`config.mk`:
```
export PLATFORM = sky130hd
export DESIGN_NAME = siso_shift_ctrl
export DESIGN_NICKNAME = d
export VERILOG_FILES = /design/src/rtl/siso_pkg.sv /design/src/rtl/siso_bit_counter.sv /design/src/rtl/siso_shift_ctrl.sv
export SDC_FILE = /design/constraint.sdc
export NUM_CORES = 1
export LEC_CHECK = 0
export CORE_AREA = 2 2 57 59
export DETAILED_ROUTE_END_ITERATION = 10
export DIE_AREA = 0 0 59 61
export PLACE_DENSITY = 0.75
export SKIP_CTS_REPAIR_TIMING = 1
export SLEW_MARGIN = 40
export SYNTH_ARGS = -nofsm -noshare
export SYNTH_HDL_FRONTEND = slang
export SYNTH_SLANG_ARGS = --single-unit
```
`constraint.sdc`:
```
create_clock -name clk -period 1.45 [get_ports clk]
set_input_delay 0.29 -clock clk [delete_from_list [all_inputs] [get_ports clk]]
set_output_delay 0.29 -clock clk [all_outputs]
set_load 0.01 [all_outputs]
```
`src/rtl/siso_pkg.sv`:
```
// rtl/siso_pkg.sv - shared state encoding and counter width helper for the SISO shift controller
package siso_pkg;

    // Controller state encoding
    localparam logic [1:0] IDLE  = 2'd0;
    localparam logic [1:0] SHIFT = 2'd1;
    localparam logic [1:0] CHECK = 2'd2;
    localparam logic [1:0] DONE  = 2'd3;

    // Width of a counter that has to reach n-1; never narrower than one bit.
    function automatic int cnt_width(input int n);
        return (n > 1) ? $clog2(n) : 1;
    endfunction

endpackage

```
`src/rtl/siso_bit_counter.sv`:
```
// rtl/siso_bit_counter.sv - saturating bit counter for the SHIFT phase
//
// Ports:
//   clk, reset_al_in : clock, asynchronous active-low reset
//   clear            : force count to 0 (priority over enable)
//   enable           : advance count by one
//   count            : current bit index
//   last             : count has reached N-1; counting stops there
module siso_bit_counter
    import siso_pkg::*;
#(
    parameter int N  = 16,
    parameter int CW = cnt_width(N)
) (
    input  logic          clk,
    input  logic          reset_al_in,
    input  logic          clear,
    input  logic          enable,
    output logic [CW-1:0] count,
    output logic          last
);

    localparam logic [CW-1:0] LAST_IDX = CW'(N - 1);

    assign last = (count == LAST_IDX);

    // Saturates at N-1 so a stray enable can never wrap the index.
    always_ff @(posedge clk or negedge reset_al_in) begin
        if (!reset_al_in) begin
            count <= '0;
        end else if (clear) begin
            count <= '0;
        end else if (enable && !last) begin
            count <= count + 1'b1;
        end
    end

endmodule

```
`src/rtl/siso_shift_ctrl.sv`:
```
// rtl/siso_shift_ctrl.sv - serializes a word MSB-first into a shift register, optional readback check
//
// Optional feature macro: SISO_SHIFT_CTRL_READBACK_EN (adds the CHECK state and err_out).
//
// Ports:
//   clk, reset_al_in : clock, asynchronous active-low reset
//   start_in/data_in : request to serialize data_in (taken only in IDLE)
//   abort_in         : cancel the transfer in progress; also blocks a start in IDLE
//   q_in             : parallel readback of the attached shift register
//   ready_out        : high in IDLE
//   shift_en_out     : shift enable to the register, high for N cycles
//   d_out            : serial bit to the register
//   done_out         : one-cycle completion pulse
//   err_out          : readback mismatch flag, held until the next check
module siso_shift_ctrl
    import siso_pkg::*;
#(
    parameter int N = 16
) (
    input  logic         clk,
    input  logic         reset_al_in,
    input  logic         start_in,
    input  logic [N-1:0] data_in,
    input  logic         abort_in,
    input  logic [N-1:0] q_in,
    output logic         ready_out,
    output logic         shift_en_out,
    output logic         d_out,
    output logic         done_out,
    output logic         err_out
);

    localparam int              CW       = cnt_width(N);
    localparam logic [CW-1:0]   LAST_IDX = CW'(N - 1);

    logic [1:0]    state;
    logic [1:0]    state_nxt;
    logic [N-1:0]  word;
    logic [CW-1:0] count;
    logic          last;
    logic          accept;

    assign accept = (state == IDLE) && start_in && !abort_in;

    // Holding the counter cleared outside SHIFT guarantees it starts at 0 on entry.
    siso_bit_counter #(.N(N), .CW(CW)) u_bit_counter (
        .clk         (clk),
        .reset_al_in (reset_al_in),
        .clear       (state != SHIFT),
        .enable      (state == SHIFT),
        .count       (count),
        .last        (last)
    );

    always_comb begin
        state_nxt = state;
        case (state)
            IDLE: begin
                if (accept) begin
                    state_nxt = SHIFT;
                end
            end
            SHIFT: begin
                if (abort_in) begin
                    state_nxt = IDLE;
                end else if (last) begin
`ifdef SISO_SHIFT_CTRL_READBACK_EN
                    state_nxt = CHECK;
`else
                    state_nxt = DONE;
`endif
                end
            end
            CHECK: begin
                state_nxt = abort_in ? IDLE : DONE;
            end
            DONE: begin
                state_nxt = IDLE;
            end
            default: begin
                state_nxt = IDLE;
            end
        endcase
    end

    always_ff @(posedge clk or negedge reset_al_in) begin
        if (!reset_al_in) begin
            state <= IDLE;
            word  <= '0;
        end else begin
            state <= state_nxt;
            if (accept) begin
                word <= data_in;
            end
        end
    end

    assign ready_out    = (state == IDLE);
    assign shift_en_out = (state == SHIFT);
    // Bit N-1-k in SHIFT cycle k, so the register holds the word after N shifts.
    assign d_out        = shift_en_out ? word[LAST_IDX - count] : 1'b0;
    // An abort in DONE cancels the pulse in the same cycle.
    assign done_out     = (state == DONE) && !abort_in;

`ifdef SISO_SHIFT_CTRL_READBACK_EN
    logic err;

    // An abort during CHECK leaves the previous verdict untouched.
    always_ff @(posedge clk or negedge reset_al_in) begin
        if (!reset_al_in) begin
            err <= 1'b0;
        end else if ((state == CHECK) && !abort_in) begin
            err <= (q_in != word);
        end
    end

    assign err_out = err;
`else
    logic unused_q;

    assign unused_q = ^q_in;
    assign err_out  = 1'b0;
`endif

endmodule

```
==> metrics.md <==
| Metric | Value |
|---|---|
| Crit share post-route | `133%` |
| Routability congestion estimate | `0.782` |
| TritonRoute pass-1 iters | `4` |
| Largest net degree at the start of global routing | `23` |
| Main synth FF type | `sky130_fd_sc_hd__dfrtp_1` |
| Post-CTS clock slew at the launch and capture registers of the worst setup and hold paths | `110 ps` |
| Syn. warnings | `0` |
| Area growth from synthesis to final layout | `49.2%` |
| Distinct cell type count after synthesis | `27` |
| Floorplan row count | `20` |
| Fraction of registers with async set or reset after synthesis | `100%` |
| RSZ-0062 raised after global routing | `yes` |
| Worst setup margin | `-477 ps` |
| Multiplexer area fraction after synthesis | `26.7%` |
| Vias in the first global route | `801` |
| Per-cell routed wire length | `15.8 um` |
| Core Area | `0.00295 mm2` |
| Share of final-layout standard cells stronger than drive strength 1 | `43.7%` |
| Slowest stage delay, CP | `510 ps` |
| Largest family of logic cells by synthesized area | `multiplexers` |
| Final period demand of the worst path | `1930 ps` |
| CP endpoint kind | `output port` |
| Multi-input gate area in the final layout | `617 um2` |
| Syn nets | `127` |
| GRT overflow | `0` |
| Die outline area | `0.00360 mm2` |
| Worst-case reg-to-reg path depth | `5` |
| Count of maximum capacitance violations | `0` |
| Top Ports | `41` |
| Setup violators final | `22` |
| Total track usage | `12.8%` |
| Remaining design rule violation count | `0` |
| Hpwl dp | `1.62 mm` |
| Starting DRT DRC Count | `12` |
| Area leader, netlist | `sky130_fd_sc_hd__dfrtp_1` |
| Number of max-slew violations in the final report | `0` |
| Leakage dissipation | `0.783 nW` |
| Buffers added on ports | `23` |
| Cells traversed along the worst timing path | `mux4_2 -> o2111ai_2 -> a21oi_2 -> buf_2` |
| Fillers | `250` |
| Xor and xnor fraction of the mapped netlist area | `0.790%` |
| CTS sink cnt | `22` |
| Data arrival, critical path | `1640 ps` |
| Count of vias placed by the detailed router | `818` |
| Class of the most critical setup path | `flip-flop to output port` |
| Area share of the leading cell type in the synthesized netlist | `49.7%` |
| Maximum fanout count along the critical path | `3` |
| Storage element area | `552 um2` |
| Later-pin clock latency in the skew report | `300 ps` |
| Mean number of vias per cell | `5.14` |
| Total buffers and inverters traversed by the critical path | `1` |
| Most common library cells after synthesis | `sky130_fd_sc_hd__dfrtp_1, sky130_fd_sc_hd__mux2_2, sky130_fd_sc_hd__mux2i_1, sky130_fd_sc_hd__inv_1, sky130_fd_sc_hd__nor2_1` |
| Number of antenna violations at the first check in global routing | `0` |
| Final hold violation count | `0` |
| Number of CTS-inserted buffers | `3` |
| Family with the most delay on the worst path | `multiplexers` |
| Status | `complete, but fails checks` |
| Cell with the most instances after synthesis | `sky130_fd_sc_hd__dfrtp_1` |
| Logic depth of the worst path, buffers included | `4` |
| Final worst clock skew | `4.45 ps` |
| Setup crit start | `u_bit_counter.count[0]` |
| Max H-tree Level | `1` |
| Worst-case vdd ir drop | `0.000906 V` |
| Routed wire length | `2.51 mm` |
| Share of synthesized cell area in and, or, nand and nor gates | `8.69%` |
| Post-route cell area | `0.00165 mm2` |
| Die extent in y | `61 um` |
| Synthesized-area fraction occupied by ao, oa, aoi and oai cells | `4.40%` |
| Remaining antenna violation count | `0` |
| Pwr Density | `1890 mW/mm2` |
| Reg-to-reg startpoint | `u_bit_counter.count[0]` |
| Required time at the endpoint of the critical path | `1160 ps` |
| Global-route wire length before repair | `3.37 mm` |
| Violated checks | `setup timing` |
| Timing-limited maximum frequency | `519 MHz` |
| Initial standard-cell utilization of the core | `37.5%` |
| Max stage delay cell, worst path | `sky130_fd_sc_hd__mux4_2` |
| Gate count of the mapped netlist | `87` |
| CTS tree | `yes` |
| Number of flops mapped to enable cells by yosys | `0` |
| Class of the most critical hold timing path | `input pin to async pin` |
| Final layout net count | `168` |
| CTS max path bufs | `2` |
| Main area contributors after synthesis | `sky130_fd_sc_hd__dfrtp_1, sky130_fd_sc_hd__mux2_2, sky130_fd_sc_hd__mux2i_1, sky130_fd_sc_hd__ha_1, sky130_fd_sc_hd__mux4_2` |
| Post-place instance area | `0.00148 mm2` |
| Adder-Cell Fraction of Synth Area | `4.51%` |
| Sum Neg Setup Slack | `-1940 ps` |
| Sequential-to-total area share from yosys stat | `49.7%` |
| Critical Path Source Type | `flip-flop` |
| Antenna Cells | `0` |
| Combined area of all synthesized cells | `0.00111 mm2` |
| Die boundary width | `59 um` |
| Synthesized area divided by synthesized cell count | `12.7 um2` |
| Number of synthesized register bits | `22` |
| Library cell used as clock root buffer | `sky130_fd_sc_hd__clkbuf_4` |
[flip-flops by register name, summed over array words and instances (netlist names)]
signal / flops
word: 16
u_bit_counter.count: 4
state: 2
[path summary, 6_finish.rpt]
kind | endpoint | slack (ps)
max in group asynchronous | u_bit_counter.count[0] | 900
max reg2reg | state[1] | -200
min in group clk | word[15] | 530
min | word[8] | 320
max | d_out | -480
min reg2reg | word[15] | 530
[cell families (layout without fill, tap and decap cells)]
family | Yosys count | after routing
multiplexers | 25 | 25
AO/OA/AOI/OAI | 6 | 6
AND/OR/NAND/NOR | 18 | 18
buffers and inverters | 10 | 49
adder cells (fa/ha/maj) | 4 | 4
XOR/XNOR | 1 | 1
other | 1 | 1
flip-flops | 22 | 22
[placed cells by master, fill, tap and decap left out, types with 2 or more instances in the layout]
| cell type | count |
|---|---|
| sky130_fd_sc_hd__dfrtp_1 | 21 |
| sky130_fd_sc_hd__clkdlybuf4s50_1 | 19 |
| sky130_fd_sc_hd__mux2_4 | 16 |
| sky130_fd_sc_hd__buf_4 | 12 |
| sky130_fd_sc_hd__mux2i_1 | 6 |
| sky130_fd_sc_hd__buf_6 | 6 |
| sky130_fd_sc_hd__nor2_1 | 5 |
| sky130_fd_sc_hd__nand3_1 | 3 |
| sky130_fd_sc_hd__inv_1 | 3 |
| sky130_fd_sc_hd__clkbuf_4 | 3 |
| sky130_fd_sc_hd__inv_2 | 2 |
| sky130_fd_sc_hd__mux4_2 | 2 |
| sky130_fd_sc_hd__nand2_1 | 2 |
| sky130_fd_sc_hd__nand3b_1 | 2 |
| sky130_fd_sc_hd__nor2b_1 | 2 |
| sky130_fd_sc_hd__ha_4 | 2 |
| sky130_fd_sc_hd__buf_2 | 2 |
[metrics by stage]
step	setup WS, ps	total power [W]	cells	util, %	hold slack (ps)
2_1_floorplan	-98.3	0.00193	87	-	-5.59
3_3_place_gp	-504	0.00238	152	50.0	491
3_5_place_dp	-533	0.00245	152	50.0	497
4_1_cts	-880	0.00272	155	50.7	314
5_1_grt	-580	0.00334	159	56.0	330
6_report	-477	0.00313	159	56.0	317
[layer usage]
metal | part of all wire (%) | vias to the layer above | GRT usage (%)
met2 | 53 | 22 | 21.4
met3 | 3.6 | 8 | 2.56
met4 | 2.7 | 0 | 9.74
li1 | - | 384 | -
met5 | 0 | - | 0
met1 | 40 | 404 | 14.5
[power breakdown]
part           switching [W]  leakage [nW]  internal (W)
combinational       0.000620         0.501       0.00111
clock               0.000173        0.0138     0.0000969
sequential          0.000221         0.267      0.000902
total                0.00101         0.783       0.00211
[final cells by class]
cell class,instances,area share (%)
Multi-Input combinational cell,55,37.3
Timing Repair Buffer,41,24.4
Tap cell,33,2.50
Sequential cell,22,33.4
Clock buffer,3,1.36
Inverter,5,1.13
(Power assumes the default switching activity.)
